$ cat config.mk
export PLATFORM = sky130hd
export DESIGN_NAME = support_mem_arbiter
export DESIGN_NICKNAME = d
export VERILOG_FILES = /design/src/rtl/support_mem_arbiter.sv
export SDC_FILE = /design/constraint.sdc
export NUM_CORES = 1
export LEC_CHECK = 0
export ABC_AREA = 1
export CAP_MARGIN = 20
export CORE_MARGIN = 2
export CORE_UTILIZATION = 35
export CTS_CLUSTER_DIAMETER = 150
export DETAILED_ROUTE_END_ITERATION = 10
export HOLD_SLACK_MARGIN = 0.03
export PLACE_DENSITY = 0.7
export SYNTH_ARGS = -nofsm -noshare
export SYNTH_HDL_FRONTEND = slang
export SYNTH_SLANG_ARGS = --single-unit
$ cat constraint.sdc
create_clock -name clk_i -period 3 [get_ports clk_i]
set_input_delay 0.75 -clock clk_i [delete_from_list [all_inputs] [get_ports clk_i]]
set_output_delay 0.75 -clock clk_i [all_outputs]
set_load 0.01 [all_outputs]
$ cat src/rtl/support_mem_arbiter.sv
// Arbitrates the single-port synchronous support memory between the Z80-style
// support CPU and the SPI-fed DMA requester; CPU cycles are stretched with wait.
module support_mem_arbiter #(
   parameter int ADDR_W    = 16,
   parameter int DATA_W    = 8,
   parameter int DMA_BURST = 2
) (
   input  logic              clk_i,
   input  logic              n_reset_i,
   input  logic [ADDR_W-1:0] cpu_a_i,
   input  logic [DATA_W-1:0] cpu_d_i,
   output logic [DATA_W-1:0] cpu_d_o,
   input  logic              cpu_nmreq_i,
   input  logic              cpu_nrd_i,
   input  logic              cpu_nwr_i,
   output logic              cpu_wait_o,
   input  logic              dma_req_i,
   input  logic              dma_we_i,
   input  logic [ADDR_W-1:0] dma_a_i,
   input  logic [DATA_W-1:0] dma_d_i,
   output logic [DATA_W-1:0] dma_d_o,
   output logic              dma_ack_o,
   output logic [ADDR_W-1:0] mem_a_o,
   output logic [DATA_W-1:0] mem_d_o,
   output logic              mem_we_o,
   input  logic [DATA_W-1:0] mem_d_i
);

   localparam int RUN_W = $clog2(DMA_BURST + 1);
   localparam logic [RUN_W-1:0] BURST_C = RUN_W'(DMA_BURST);

   typedef enum logic [2:0] {
      IDLE, CPU_ACC, CPU_RD, CPU_HOLD, DMA_ACC, DMA_RD
   } state_e;

   state_e            state_q, state_d;
   logic [RUN_W-1:0]  run_q, run_d;
   logic [ADDR_W-1:0] mem_a_q, mem_a_d;
   logic [DATA_W-1:0] mem_d_q, mem_d_d;
   logic              mem_we_q, mem_we_d;
   logic [DATA_W-1:0] cpu_d_q, cpu_d_d;
   logic [DATA_W-1:0] dma_d_q, dma_d_d;
   logic              ack_q, ack_d;
   logic              cpu_req;

   // Refresh cycles (mreq with both strobes high) never touch memory.
   assign cpu_req = ~cpu_nmreq_i & (~cpu_nrd_i | ~cpu_nwr_i);

   always_comb begin
      state_d  = state_q;
      run_d    = run_q;
      mem_a_d  = mem_a_q;
      mem_d_d  = mem_d_q;
      mem_we_d = 1'b0;
      cpu_d_d  = cpu_d_q;
      dma_d_d  = dma_d_q;
      ack_d    = 1'b0;
      case (state_q)
         IDLE: begin
            // On a tie DMA keeps winning until it has used its burst allowance.
            if (cpu_req && (!dma_req_i || run_q >= BURST_C)) begin
               state_d  = CPU_ACC;
               mem_a_d  = cpu_a_i;
               mem_d_d  = cpu_d_i;
               mem_we_d = ~cpu_nwr_i;
               run_d    = '0;
            end else if (dma_req_i) begin
               state_d  = DMA_ACC;
               mem_a_d  = dma_a_i;
               mem_d_d  = dma_d_i;
               mem_we_d = dma_we_i;
               run_d    = (run_q >= BURST_C) ? BURST_C : run_q + RUN_W'(1);
            end
         end
         CPU_ACC: state_d = CPU_RD;
         CPU_RD: begin
            state_d = CPU_HOLD;
            cpu_d_d = mem_d_i;
         end
         CPU_HOLD: if (!cpu_req) state_d = IDLE;
         DMA_ACC: state_d = DMA_RD;
         DMA_RD: begin
            state_d = IDLE;
            dma_d_d = mem_d_i;
            ack_d   = 1'b1;
         end
         default: state_d = IDLE;
      endcase
   end

   always_ff @(posedge clk_i or negedge n_reset_i) begin
      if (!n_reset_i) begin
         state_q  <= IDLE;
         run_q    <= BURST_C;
         mem_a_q  <= '0;
         mem_d_q  <= '0;
         mem_we_q <= 1'b0;
         cpu_d_q  <= '0;
         dma_d_q  <= '0;
         ack_q    <= 1'b0;
      end else begin
         state_q  <= state_d;
         run_q    <= run_d;
         mem_a_q  <= mem_a_d;
         mem_d_q  <= mem_d_d;
         mem_we_q <= mem_we_d;
         cpu_d_q  <= cpu_d_d;
         dma_d_q  <= dma_d_d;
         ack_q    <= ack_d;
      end
   end

   // The CPU is released only once its read data is already on cpu_d_o.
   assign cpu_wait_o = cpu_req & (state_q != CPU_HOLD) & n_reset_i;
   assign cpu_d_o    = cpu_d_q;
   assign dma_d_o    = dma_d_q;
   assign dma_ack_o  = ack_q;
   assign mem_a_o    = mem_a_q;
   assign mem_d_o    = mem_d_q;
   assign mem_we_o   = mem_we_q;

endmodule
==> impl_metrics.ini, run 1 <==
[routing]
wire_per_inst_um = 12.74
via_per_inst = 4.709
ant_nets = 0
dr.pass1.iters = 5
vias = 2345
drc = 0
wl_mm = 6.344
drtIter0Drc = 70

[timing]
tns_ns = 0
finalHoldViolations = 0
slew_headroom = 0.5676
fin_worst_skew_ns = 0.006896
finalMaxSlewViolations = 0
worst_pin_slew_ns = 0.6472
setup_viol = 0
period_share = 0.9495
rsz0062_at_grt = false
fmax_mhz = 351.1
period_minus_slack_ns = 2.848

[cts]
h-tree-depth = 2
cts-resized-gates = 0
cts_made_buffers = 5
clk_pin_slew_worst_paths_ns = 0.08
cts_hold_repair.buffers = 0
clockRootBuffer = clkbuf_8
cts_buffer_depth = 2
clock-sinks = 47
cts_tree = yes
cts_setup_buffers = 0
worst_skew_pair.late_latency_ns = 0.29

[power_and_ir_drop]
internal-power_mw = 1.865
power_frac_comb = 0.498
swShare = 0.3731
finalPower_mw = 2.976
netSwitchingPower_mw = 1.110
pwr-share-seq = 0.380
ir_worst_vdd_uv = 378.3
powerDensity_nw_per_um2 = 835.6
pwr-share-clk = 0.122
p_leak_nw = 1.845

[global_routing]
grt_pass1_vias = 2180
global_route.usage.met1 = 0.2302
gr-usage-met3 = 0.05714
grt_pass1_wl_mm = 10.29
use_met2 = 0.2748
grt_max_degree = 48
antenna_found_initial = 0
gr-max-usage-layer = met2
overflow = 0
track_usage = 0.1720

[outcome]
status = complete, no violations

[synth]
async_reset_ff_frac = 1.000
yosys_warnings = 0
synth_top_area_frac = 0.4822
synth_top_cell_by_area = dfrtp_1
synth_area_per_cell_sq_um = 7.603
ys_seq_area_frac = 0.4932
ys_ff_latch = 47
synth.area.top_cells = dfrtp_1, nand2_1, inv_1, nand4_1, nand3_1
yosysUniqueCellTypes = 21
syn-num-nets = 377
synth_edf_count = 0
synthFlopType = dfrtp_1
synth_common_cells = nand2_1, inv_1, dfrtp_1
synth_area_sq_um = 2387
synthCells = 314
yosysMostFrequentCell = nand2_1

[worst_setup_path]
cp.required_ns = 2.25
worst-path-max-fanout = 3
critPathCaptureType = output port
worstPathArrival_ns = 2.10
startpoint_type = input port
critPathKind = input port to output port

[floorplanning]
ios = 106
row_count = 30
coreArea_sq_um = 6681
die_height_um = 86.59
die-area_sq_um = 7498
initial_utilization = 0.3573
die_x_um = 86.59

[placed_design]
hpwlAfterDp_mm = 4.485
io_buffers = 105
routabilityCongestion = 0.7875

[min_path]
hp-class = flip-flop to flip-flop

[layout]
final_nets = 480
fillers = 658
syn2layout_area_growth_pct = 49.16
seq_area_sq_um = 1177
multi_input_area_sq_um = 870.8
num_antenna_cells = 0
drive_above_1_share = 0.05742

[job]
maxCapViolCount = 0
==> cell type report <==
type | instances | share of cell area
flip-flops and latches | 47 | 0.3306
repair buffers | 111 | 0.3064
multi-input cells | 188 | 0.2446
inverters | 64 | 0.06746
well taps | 80 | 0.02811
clock buffers | 7 | 0.02143
clock inverters | 1 | 0.001405
==> registers in the layout, indices dropped and copies added (netlist names) <==
name       count
mem_a_o       16
cpu_d_o        8
dma_d_o        8
mem_d_o        8
state_q        3
run_q          2
dma_ack_o      1
mem_we_o       1
==> power by group through the flow <==
stage	clock network [mW]	registers [mW]	logic (mW)
after global routing	0.402	1.17	1.64
after CTS	0.380	1.13	1.50
after global placement	0	1.13	1.48
final	0.364	1.13	1.48
after detailed placement	0	1.13	1.50
after floorplan	0	1.25	0.624
==> kinds of logic after synthesis <==
| family | share of synthesized area |
|---|---|
| AND/OR/NAND/NOR | 0.3108 |
| AO/OA/AOI/OAI | 0.05399 |
| flip-flops | 0.4932 |
| buffers and inverters | 0.1420 |
==> critical path, stage by stage <==
cell and delay [ns]:
clkdlybuf4s50_1 0.43, nand2_2 0.08, nand2_2 0.08, nor3b_1 0.19
clkdlybuf4s50_1 0.56
==> per-layer routing <==
layer	part of all wire	up-vias
met5	0	-
met4	0.0093	0
met3	0.091	7
met2	0.44	97
met1	0.46	1063
li1	-	1178
==> worst paths after layout <==
kind                                       from                      to  slack, ns  cells after the start
max                                   cpu_nwr_i              cpu_wait_o       0.15                      5
min reg2reg                run_q[1]$_DFFE_PN1P_    run_q[1]$_DFFE_PN1P_       0.48                      2
max in group asynchronous             n_reset_i      mem_we_o$_DFF_PN0_       2.02                      2
min in group asynchronous             n_reset_i  mem_d_o[5]$_DFFE_PN0P_       0.58                      2
min                        run_q[1]$_DFFE_PN1P_    run_q[1]$_DFFE_PN1P_       0.48                      2
max reg2reg                run_q[1]$_DFFE_PN1P_  mem_d_o[3]$_DFFE_PN0P_       1.40                      7
==> cell usage in the layout (no fill, tap or decap), drive strengths merged <==
master / n
clkdlybuf4s50: 104
a21oi: 1
o21ai: 21
clkbuf: 7
dfstp: 1
nand3: 29
buf: 7
clkinv: 1
nand4: 25
o211ai: 1
dfrtp: 46
nor3b: 1
nor2: 7
inv: 64
nand2: 103
==> stage by stage <==
step                      cells    util  setup WS (ns)  hold slack [ns]  area, sq um
after floorplan             314       -         0.9456           0.4539         2387
after global placement      490  0.5208         0.1532           0.4615         3480
after detailed placement    490  0.5208         0.1407           0.4661         3480
after CTS                   498  0.5330         0.1409           0.4814         3561
after global routing        498  0.5330        0.06478           0.4982         3561
final                       498  0.5330         0.1515           0.4792         3561
No activity file was read; power rests on OpenSTA's default activity.
==> run 2, diff against run 1 <==
CORE_MARGIN = 5   (was 2)
clock period = 2.7 ns   (was 3 ns; I/O delays follow)
==> impl_metrics.ini, run 2 (synthesis gave the netlist of run 1 again) <==
[timing]
setup_viol = 0
rsz0062_at_grt = false
fin_worst_skew_ns = 0.005388
period_share = 0.9056
worst_pin_slew_ns = 0.6848
period_minus_slack_ns = 2.445
fin_ws_ns = 0.2549
finalHoldViolations = 0
slew_headroom = 0.5425
tns_ns = 0
finalMaxSlewViolations = 0
fmax_mhz = 409.0

[routing]
via_per_inst = 4.701
wl_mm = 6.562
wire_per_inst_um = 13.15
drc = 0
drtIter0Drc = 93
dr.pass1.iters = 6
vias = 2346
ant_nets = 0

[layout]
design_area_sq_um = 3603
syn2layout_area_growth_pct = 50.94
layout_common_cells = clkdlybuf4s50_1, nand2_1, inv_1
num_antenna_cells = 0
stdcell_count = 499
mostFrequentLayoutCell = clkdlybuf4s50_1
drive_above_1_share = 0.06444
largest_reg_flops = 16
final_nets = 481

[global_routing]
grt_max_degree = 48
track_usage = 0.1563
grt_pass1_wl_mm = 10.85
grt_pass1_vias = 2299
antenna_found_initial = 0
overflow = 0

[cts]
cts_buffer_depth = 2
clock-sinks = 47
cts_made_buffers = 5
cts_setup_buffers = 0
h-tree-depth = 2
clk_pin_slew_worst_paths_ns = 0.09
clockRootBuffer = clkbuf_8
cts_tree = yes
worst_skew_pair.late_latency_ns = 0.29

[worst_setup_path]
cp.required_ns = 2.03
worstPathArrival_ns = 1.77
worst-r2r-setup-slack_ns = 1.12
critPathKind = input port to output port
worst-path-max-fanout = 2
critPathTopFamily = buffers and inverters
cp-startpoint = cpu_nwr_i
regToRegEndpoint = mem_d_o[0]$_DFFE_PN0P_
critPathCaptureType = output port
r2r_cells = 5
critPathMaxStageDelay_ns = 0.43
startpoint_type = input port
cp_num_buf_inv = 2
cpMostUsedCell = nand2_2
worstPathCellList = clkdlybuf4s50_1 > nand2_2 > nand2_2 > nor3b_1 > dlygate4sd2_1
cp_slowest_cell = clkdlybuf4s50_1
regToRegStartpoint = state_q[0]$_DFFE_PN0P_

[placed_design]
post-place-ws_ns = -0.02819
placed_area_sq_um = 3487
placed_cells = 491
io_buffers = 105
hpwlAfterDp_mm = 4.780
routabilityCongestion = 0.7890

[floorplanning]
ios = 106
initial_utilization = 0.3553
die_x_um = 92.59
coreArea_sq_um = 6719
die_height_um = 92.59
row_count = 30
die-area_sq_um = 8573

[job]
maxCapViolCount = 0

[min_path]
hp-class = flip-flop to flip-flop
min_path_cells = 2
hold_end = mem_a_o[0]$_DFFE_PN0P_
worstHoldStart = mem_a_o[0]$_DFFE_PN0P_

[outcome]
status = complete, no violations

[power_and_ir_drop]
p_leak_nw = 1.872
finalPower_mw = 3.436
ir_worst_vdd_uv = 330.1
powerDensity_nw_per_um2 = 953.4
==> run 2: changes by cell type in the layout (fill, tap and decap cells not counted), sizes merged <==
cell and delta:
bufinv +1, buf +1, clkbuf -1, dlygate4sd2 +1
clkdlybuf4s50 -1
==> run 2: metal layers <==
layer,share of wire,track usage
met5,0,0
met4,0.014,0.04332
met3,0.097,0.05686
met2,0.44,0.2508
met1,0.45,0.1985
==> run 2: per-stage QoR <==
step,hold WS (ns),util
6_report,0.4850,0.5363
5_1_grt,0.5134,0.5363
4_1_cts,0.4880,0.5363
3_5_place_dp,0.4652,0.5190
3_3_place_gp,0.4626,0.5190
2_1_floorplan,0.3794,-
==> run 2: repair_timing <==
action	CTS	global route
hold buffers	0	0
resized for setup	1	0
endpoints found under the setup margin	1	0
hold endpoints to repair	0	0
==> run 2: cell type report <==
type	instances	area (sq um)
Tap cell	80	100.1
Timing Repair Buffer	112	1097
Clock buffer	6	82.58
Sequential cell	47	1177
Multi-Input combinational cell	188	870.8
Clock inverter	2	35.03
Fill cell	661	3115
Inverter	64	240.2
==> run 2: power by group <==
group,switching (mW),internal (mW)
Combinational,0.813,0.840
Sequential,0.203,1.05
Clock,0.229,0.300
Total,1.24,2.19
==> run 2: worst max-delay path by stage <==
stage,end,slack [ns],cells after the start
after floorplan,cpu_wait_o,0.80,3
after global routing,cpu_wait_o,0.22,5
after CTS,cpu_wait_o,0.25,5
after global placement,cpu_wait_o,0.05,5
final,cpu_wait_o,0.25,5
after detailed placement,cpu_wait_o,-0.03,5
==> run 2: worst reg2reg max path, stage by stage, from the launching register on <==
cell     delay [ns]
dfrtp_1        0.45
nor2_2         0.13
nand2_2        0.12
a21oi_4        0.55
nand3_1        0.17
nand2_1        0.10
